**config.mk**
```make
export PLATFORM = sky130hd
export DESIGN_NAME = sub2_recover_pipe_flat
export DESIGN_NICKNAME = d
export VERILOG_FILES = /design/src/rtl/sub2_pkg.sv /design/src/rtl/sub2_recover_pipe_if.sv /design/src/rtl/sub2_pipe_stage.sv /design/src/rtl/sub2_recover_pipe.sv /design/src/flat_wrapper.sv
export SDC_FILE = /design/constraint.sdc
export NUM_CORES = 1
export LEC_CHECK = 0
export ABC_CLOCK_PERIOD_IN_PS = 3200
export BUFFER_PORTS_ARGS = -buffer_cell sky130_fd_sc_hd__buf_2
export CORE_MARGIN = 2
export CORE_UTILIZATION = 25
export DETAILED_ROUTE_END_ITERATION = 7
export PLACE_DENSITY_LB_ADDON = 0.15
export SYNTH_ARGS = -nofsm -noshare
export SYNTH_HDL_FRONTEND = slang
export SYNTH_HIERARCHICAL = 1
export SYNTH_SLANG_ARGS = --single-unit
```
**constraint.sdc**
```tcl
create_clock -name clock -period 3.2 [get_ports clock]
set_input_delay 0.8 -clock clock [delete_from_list [all_inputs] [get_ports clock]]
set_output_delay 0.8 -clock clock [all_outputs]
set_load 0.01 [all_outputs]
```
**src/rtl/sub2_pkg.sv**
```systemverilog
// Shared types for the 2-bit adder recovery pipeline: operand widths,
// per-stage payloads and the subtraction that inverts the adder.
package sub2_pkg;

    localparam int SUM_W  = 3;
    localparam int OPND_W = 2;
    localparam int DIFF_W = 4;

    typedef struct packed {
        logic [SUM_W-1:0]  s;
        logic [OPND_W-1:0] b;
    } s1_pay_t;

    typedef struct packed {
        logic [OPND_W-1:0] a;
        logic              err;
    } s2_pay_t;

    // diff is 4-bit two's complement: bit 3 means s < b, bit 2 alone means s - b > 3.
    function automatic s2_pay_t recover(input s1_pay_t p);
        logic [DIFF_W-1:0] diff;
        s2_pay_t           r;
        diff  = {1'b0, p.s} - {2'b00, p.b};
        r.a   = diff[OPND_W-1:0];
        r.err = diff[3] | diff[2];
        return r;
    endfunction

endpackage

```
**src/rtl/sub2_recover_pipe_if.sv**
```systemverilog
// Upstream (s/b) and downstream (a/err) valid/ready handshakes of the recovery pipe.
interface sub2_recover_pipe_if;
    import sub2_pkg::*;

    logic              in_valid;
    logic              in_ready;
    logic [SUM_W-1:0]  s;
    logic [OPND_W-1:0] b;
    logic              out_valid;
    logic              out_ready;
    logic [OPND_W-1:0] a;
    logic              err;

    modport master (
        output in_valid, s, b, out_ready,
        input  in_ready, out_valid, a, err
    );

    modport slave (
        input  in_valid, s, b, out_ready,
        output in_ready, out_valid, a, err
    );

endinterface

```
**src/rtl/sub2_pipe_stage.sv**
```systemverilog
// Generic valid/ready register slice; ready depends only on its own valid
// and the downstream ready, never on in_valid.
module sub2_pipe_stage #(
    parameter int W = 1
) (
    input  logic         clock,
    input  logic         reset_n,
    input  logic         in_valid,
    output logic         in_ready,
    input  logic [W-1:0] in_data,
    output logic         out_valid,
    input  logic         out_ready,
    output logic [W-1:0] out_data
);

    assign in_ready = !out_valid || out_ready;

    always_ff @(posedge clock or negedge reset_n) begin
        if (!reset_n) begin
            out_valid <= 1'b0;
            out_data  <= '0;
        end else if (in_valid && in_ready) begin
            out_valid <= 1'b1;
            out_data  <= in_data;
        end else if (out_ready) begin
            out_valid <= 1'b0;
        end
    end

endmodule

```
**src/rtl/sub2_recover_pipe.sv**
```systemverilog
// Two-stage recovery of addend a from sum s and addend b, with a saturating
// count of consumed out-of-range results.
module sub2_recover_pipe
    import sub2_pkg::*;
#(
    parameter int CNT_W = 8
) (
    input  logic                clock,
    input  logic                reset_n,
    sub2_recover_pipe_if.slave  bus,
    output logic [CNT_W-1:0]    err_count
);

    localparam logic [CNT_W-1:0] CNT_MAX = '1;

    s1_pay_t s1_in;
    s1_pay_t s1_q;
    s2_pay_t s2_d;
    s2_pay_t s2_q;
    logic    s1_valid;
    logic    s2_ready;
    logic    consume;

    assign s1_in = {bus.s, bus.b};

    sub2_pipe_stage #(.W($bits(s1_pay_t))) u_s1 (
        .clock     (clock),
        .reset_n   (reset_n),
        .in_valid  (bus.in_valid),
        .in_ready  (bus.in_ready),
        .in_data   (s1_in),
        .out_valid (s1_valid),
        .out_ready (s2_ready),
        .out_data  (s1_q)
    );

    // Subtraction sits between the slices so a/err come straight from S2 flops.
    assign s2_d = recover(s1_q);

    sub2_pipe_stage #(.W($bits(s2_pay_t))) u_s2 (
        .clock     (clock),
        .reset_n   (reset_n),
        .in_valid  (s1_valid),
        .in_ready  (s2_ready),
        .in_data   (s2_d),
        .out_valid (bus.out_valid),
        .out_ready (bus.out_ready),
        .out_data  (s2_q)
    );

    assign bus.a   = s2_q.a;
    assign bus.err = s2_q.err;
    assign consume = bus.out_valid && bus.out_ready;

    always_ff @(posedge clock or negedge reset_n) begin
        if (!reset_n) begin
            err_count <= '0;
        end else if (consume && bus.err && (err_count != CNT_MAX)) begin
            err_count <= err_count + CNT_W'(1);
        end
    end

endmodule

```
**src/flat_wrapper.sv**
```systemverilog
// flat-port wrapper written by rule: the top's interface ports become plain ports
module sub2_recover_pipe_flat import sub2_pkg::*;
#(
    parameter int CNT_W = 8
)
  (clock, reset_n, err_count, bus_in_valid, bus_s, bus_b, bus_out_ready, bus_in_ready, bus_out_valid, bus_a, bus_err);
  sub2_recover_pipe_if bus_i ();
  input  logic clock;
  input  logic reset_n;
  output logic [CNT_W-1:0] err_count;
  input wire logic [$bits(bus_i.in_valid)-1:0] bus_in_valid;
  input wire logic [$bits(bus_i.s)-1:0] bus_s;
  input wire logic [$bits(bus_i.b)-1:0] bus_b;
  input wire logic [$bits(bus_i.out_ready)-1:0] bus_out_ready;
  output wire logic [$bits(bus_i.in_ready)-1:0] bus_in_ready;
  output wire logic [$bits(bus_i.out_valid)-1:0] bus_out_valid;
  output wire logic [$bits(bus_i.a)-1:0] bus_a;
  output wire logic [$bits(bus_i.err)-1:0] bus_err;
  assign bus_i.in_valid = bus_in_valid;
  assign bus_i.s = bus_s;
  assign bus_i.b = bus_b;
  assign bus_i.out_ready = bus_out_ready;
  assign bus_in_ready = bus_i.in_ready;
  assign bus_out_valid = bus_i.out_valid;
  assign bus_a = bus_i.a;
  assign bus_err = bus_i.err;
  sub2_recover_pipe #(.CNT_W(CNT_W)) u_core (.clock(clock), .reset_n(reset_n), .bus(bus_i), .err_count(err_count));
endmodule
```
After elaboration in Yosys (flattened, before gate mapping)
Index checks and enable logic that the tools add are counted.
Storage, ports and cells
  word-level logic and storage cells: 24
  bits of input ports: 9
  bits in registers: 18
Cells by class
  bitwise operators: 1
  equality and inequality tests: 1
  reduce and logical (&&, ||, !) cells: 11
  muxes and demuxes: 4
  add/sub/neg operators: 2
Operator list (number)
  $add A8 B1 Y8 const B: 1
  $ne A8 B8 Y1 const B: 1
  $logic_and A1 B1 Y1: 5
  $mux W1: 4
  $reduce_bool A2 Y1: 2
  $sub A3 B2 Y4: 1
  $logic_not A1 Y1: 2
  $logic_or A1 B1 Y1: 2
  $or A1 B1 Y1: 1

Logic depth before layout (Yosys ltp)
  depth after elaboration: 5
  depth in mapped cells: 7
  mapped depth without buffers: 7

By module
Netlist, hierarchy kept.
Modules (own cells, without submodules)
  sub2_recover_pipe: cells each 52, times used 1, seq. area each 200.2 µm², area each 520.5 µm²
  sub2_pipe_stage (u_core.u_s1): cells each 14, times used 1, seq. area each 150.1 µm², area each 257.7 µm²
  sub2_pipe_stage (u_core.u_s2): cells each 10, times used 1, seq. area each 100.1 µm², area each 177.7 µm²

Worst setup path before layout
OpenSTA, ideal clock, no wires.
  path kind: input-to-output
  start point: in bus_out_ready
  end point: out bus_in_ready
  cell stages on the path: 2
  arrival: 1.102 ns
  path buffers: 0
  setup slack: 1.298 ns
  path through: nand2b_4 -> nand2b_4
Between the ends
  word-level cells in the longest chain between the ends: 2
RTL lines
  start: declaration: line flat_wrapper.sv:14  | input wire logic [$bits(bus_i.out_ready)-1:0] bus_out_ready;
  $logic_or A1 B1 Y1 (2 in a row): line sub2_pipe_stage.sv:16  | assign in_ready = !out_valid || out_ready;
  end: declaration: line flat_wrapper.sv:15  | output wire logic [$bits(bus_i.in_ready)-1:0] bus_in_ready;
No other way between the ends.

Final worst setup path
  start point: in bus_out_ready
  end point: out bus_in_ready
Between the ends
  word-level cells in the longest chain between the ends: 2
RTL lines
  $logic_or A1 B1 Y1: line sub2_pipe_stage.sv:16
  via u_core.s2_ready: line sub2_recover_pipe.sv:21  | logic s2_ready;
  $logic_or A1 B1 Y1: line sub2_pipe_stage.sv:16
The timed path passes the listed nets, and every way through them passes these cells.

==> out/qor.csv <==
stage;metric;value;unit
outcome;status;complete, no violations;
final_layout;area delta synth->final;23.0;%
critical_path;r2r setup slk;1540;ps
logic_synthesis;adder-cell share of the synthesized area;6.02;%
logic_synthesis;fraction of registers with async set or reset after synthesis;100;%
sta;skew final;1.14;ps
final_layout;final net count;115;
logic_synthesis;synth warn;6;
route;DRC viols;0;
grt;first-pass GRT wire length;2.94;mm
clocking;CTS resizes;0;
route;Initial DRT Pass Iterations;4;
final_layout;Antenna Cells;0;
place;Placer Congestion;0.728;
logic_synthesis;Synth Area in Compound Gates;5.24;%
logic_synthesis;most common cell in the netlist;dfrtp_1;
sta;max-slew violations;0;
pwr;Lkg Pwr;0.571;nW
logic_synthesis;Yosys top cell by area;dfrtp_1;
route;DR vias;654;
logic_synthesis;Top FF cell, synth;dfrtp_1;
logic_synthesis;number of enable flip-flop cells after synthesis;0;
critical_path;max incr delay on CP;160;ps
logic_synthesis;Netlist Area Pre-Place;956;um2
grt;initial antenna violation count;0;
pwr;VDD IR max;0.000230;V
critical_path;cells along the critical path;buf_2 -> nand2b_4 -> nand2b_4 -> buf_2;
sta;setup ws final;1020;ps
final_layout;layout cells sized above 1;46.5;%
critical_path;CP startpoint kind;input pin;
critical_path;WP data required;2400;ps
logic_synthesis;top post-synthesis cells by area;dfrtp_1 47%, mux2_4 13%, mux2_2 5.9%, ha_1 3.9%, nand2b_4 2.9%;
clocking;Clock Pin Slew Worst Setup and Hold Paths;70;ps
critical_path;Critical Path AT;1380;ps
clocking;Clk Latency, worst-skew pair;250;ps
route;WL per Instance;11.8;um
run;maxcap violations;0;
sta;Max-slew headroom;71.4;%
clocking;CTS Root Cell;clkbuf_8;
sta;Final setup viols;0;
logic_synthesis;sequential element share of the synthesized area;47.1;%
logic_synthesis;Synthesized Nets;89;
floorplanning;Die X;65.8;um
critical_path;Critical Path End Type;primary output;
min_path;HP Class;input pin to asynchronous set/reset pin;
logic_synthesis;multiplexer share of the synthesized area;18.5;%
sta;final hold viol count;0;
critical_path;Top Family by Delay on Critical Path;simple AND/OR/NAND/NOR gates;
floorplanning;initial core utilization;26.1;%
clocking;H-tree lvl count;1;
sta;Max Freq;459;MHz
logic_synthesis;syn avg cell area;12.6;um2
critical_path;crit-path max FO;4;
final_layout;# fillers;395;
grt;number of global-route vias before repair;596;
logic_synthesis;Synth Area in Simple Gates;19.0;%
route;Via density;4.39;
grt;gr ovfl total;0;
clocking;hold buffer count at CTS;0;
sta;min Tclk post-route;2180;ps
floorplanning;Top Ports;22;
route;DR iter-0 viols;31;
grt;largest net degree at the start of global routing;19;
logic_synthesis;Mapped Cells;76;
sta;fin crit share;68.0;%
logic_synthesis;Unique masters post-synth;28;
floorplanning;Floorplan Core Area;0.00366;mm2
logic_synthesis;Post-synth top cells;18 x dfrtp_1, 8 x mux2_4, 6 x inv_1, 6 x nand2_1, 5 x mux2_2;
place;Post-DP HPWL;1.29;mm
critical_path;worst path bufs/invs;2;
pwr;pwr dens;713;mW/mm2
logic_synthesis;combinational family with the most area after synthesis;simple AND/OR/NAND/NOR gates;
floorplanning;DIE HEIGHT;65.8;um
sta;Hold WS;476;ps
logic_synthesis;Yosys top cell area share;47.1;%
floorplanning;die area;0.00433;mm2
clocking;# clock sinks;18;
route;WL final;1.75;mm
sta;setup tns final;0;ps
clocking;CTS buffer count;3;
place;PortBufs;21;
grt;all-layer global routing usage;9.14;%
logic_synthesis;XOR/XNOR share of the synthesized area;1.83;%
logic_synthesis;synthesis-stage register bit count;18;
route;antenna-violating nets left;0;
place;Place WS;1020;ps
sta;Slew @ Worst Pin;429;ps
clocking;Clock Path Buffers;2;
clocking;Post-CTS Setup Inserts;0;
clocking;TritonCTS clock tree;built;
pwr;Tot Pwr;0.839;mW
critical_path;slowest stage cell on the critical path;nand2b_4;
floorplanning;# rows;22;
critical_path;crit path kind;input pin to primary output;
sta;RSZ-0062 raised after global routing;no;
-- cell usage in the layout (no fill, tap or decap) --
| cell type | instances |
|---|---|
| buf_2 | 21 |
| nor2b_1 | 1 |
| o21ai_2 | 1 |
| nand3_1 | 1 |
| nand4_2 | 1 |
| and3_2 | 1 |
| nor2_1 | 3 |
| ha_1 | 3 |
| nor3_1 | 2 |
| nand2_1 | 6 |
| inv_1 | 6 |
| dfrtp_1 | 18 |
| o2111a_1 | 1 |
| mux2_2 | 5 |
| a21oi_1 | 2 |
| nand2_4 | 2 |
| clkbuf_8 | 4 |
| nand3_2 | 1 |
| nand2b_1 | 1 |
| nor4_2 | 1 |
| xnor2_1 | 2 |
| mux2_4 | 8 |
| or2b_1 | 2 |
| nand2b_4 | 2 |
| nand4_1 | 1 |
| fa_1 | 1 |
| o21ai_0 | 1 |
| o21a_1 | 1 |
| o211ai_1 | 1 |
| and3_1 | 1 |
-- per-stage QoR --
stage,cell area [um2],instances,utilization (%)
finish,1180,149,32.1
global route,1180,149,32.1
CTS,1180,149,32.1
detailed placement,1120,145,30.6
global placement,1120,145,30.6
floorplan,956,76,-
-- where the power goes --
group	leakage, nW	total (mW)	internal (mW)	switching, mW
Sequential	0.215	0.372	0.292	0.0802
Combinational	0.327	0.278	0.149	0.129
Clock	0.0288	0.189	0.109	0.0792
Total	0.571	0.839	0.550	0.289
-- routing by layer --
metal / part of all wire [%] / GRT usage (%) / up-vias
met5: 0 / 0 / -
met4: 0.57 / 3.13 / 0
met3: 5.7 / 3.58 / 2
met2: 47 / 13.9 / 16
met1: 47 / 11.8 / 321
li1: - / - / 315
-- final cells by class --
| class | instances | area (um2) | share of cell area [%] |
|---|---|---|---|
| multi-input cells | 52 | 483 | 41.1 |
| flip-flops and latches | 18 | 450 | 38.3 |
| repair buffers | 21 | 105 | 8.94 |
| well taps | 48 | 60.1 | 5.11 |
| clock buffers | 4 | 55.1 | 4.68 |
| inverters | 6 | 22.5 | 1.91 |
-- flip-flops by register name, summed over array words and instances (netlist names) --
name / count
u_core/u_s1/out_valid: 1
u_core/err_count: 8
u_core/u_s2/out_valid: 1
u_core/u_s2/out_data: 3
u_core/u_s1/out_data: 5
-- kinds of logic after synthesis --
kind of cell,Yosys count
multiplexers,13
AND/OR/NAND/NOR,26
AO/OA/AOI/OAI,7
XOR/XNOR,2
adder cells (fa/ha/maj),4
buffers and inverters,6
flip-flops,18
-- worst register-to-register path: stages, from the launching register on --
cell,delay [ps]
dfrtp_1,390
ha_1,240
fa_1,400
nor2_1,100
o21a_1,120
a21oi_1,40
mux2_4,260
-- path summary, 6_finish.rpt --
kind | depth (start not counted) | startpoint | to
max | 4 | bus_out_ready | bus_in_ready
min | 1 | reset_n | u_core/err_count[2]$_DFFE_PN0P_
max reg2reg | 6 | u_core/u_s1/out_data[0]$_DFFE_PN0P_ | u_core/u_s2/out_data[0]$_DFFE_PN0P_
min reg2reg | 1 | u_core/u_s2/out_data[2]$_DFFE_PN0P_ | u_core/u_s2/out_data[2]$_DFFE_PN0P_
max in group asynchronous | 1 | reset_n | u_core/u_s2/out_data[2]$_DFFE_PN0P_
min in group clock | 1 | u_core/u_s2/out_data[2]$_DFFE_PN0P_ | u_core/u_s2/out_data[2]$_DFFE_PN0P_
Power figures use the tool's default switching activity.
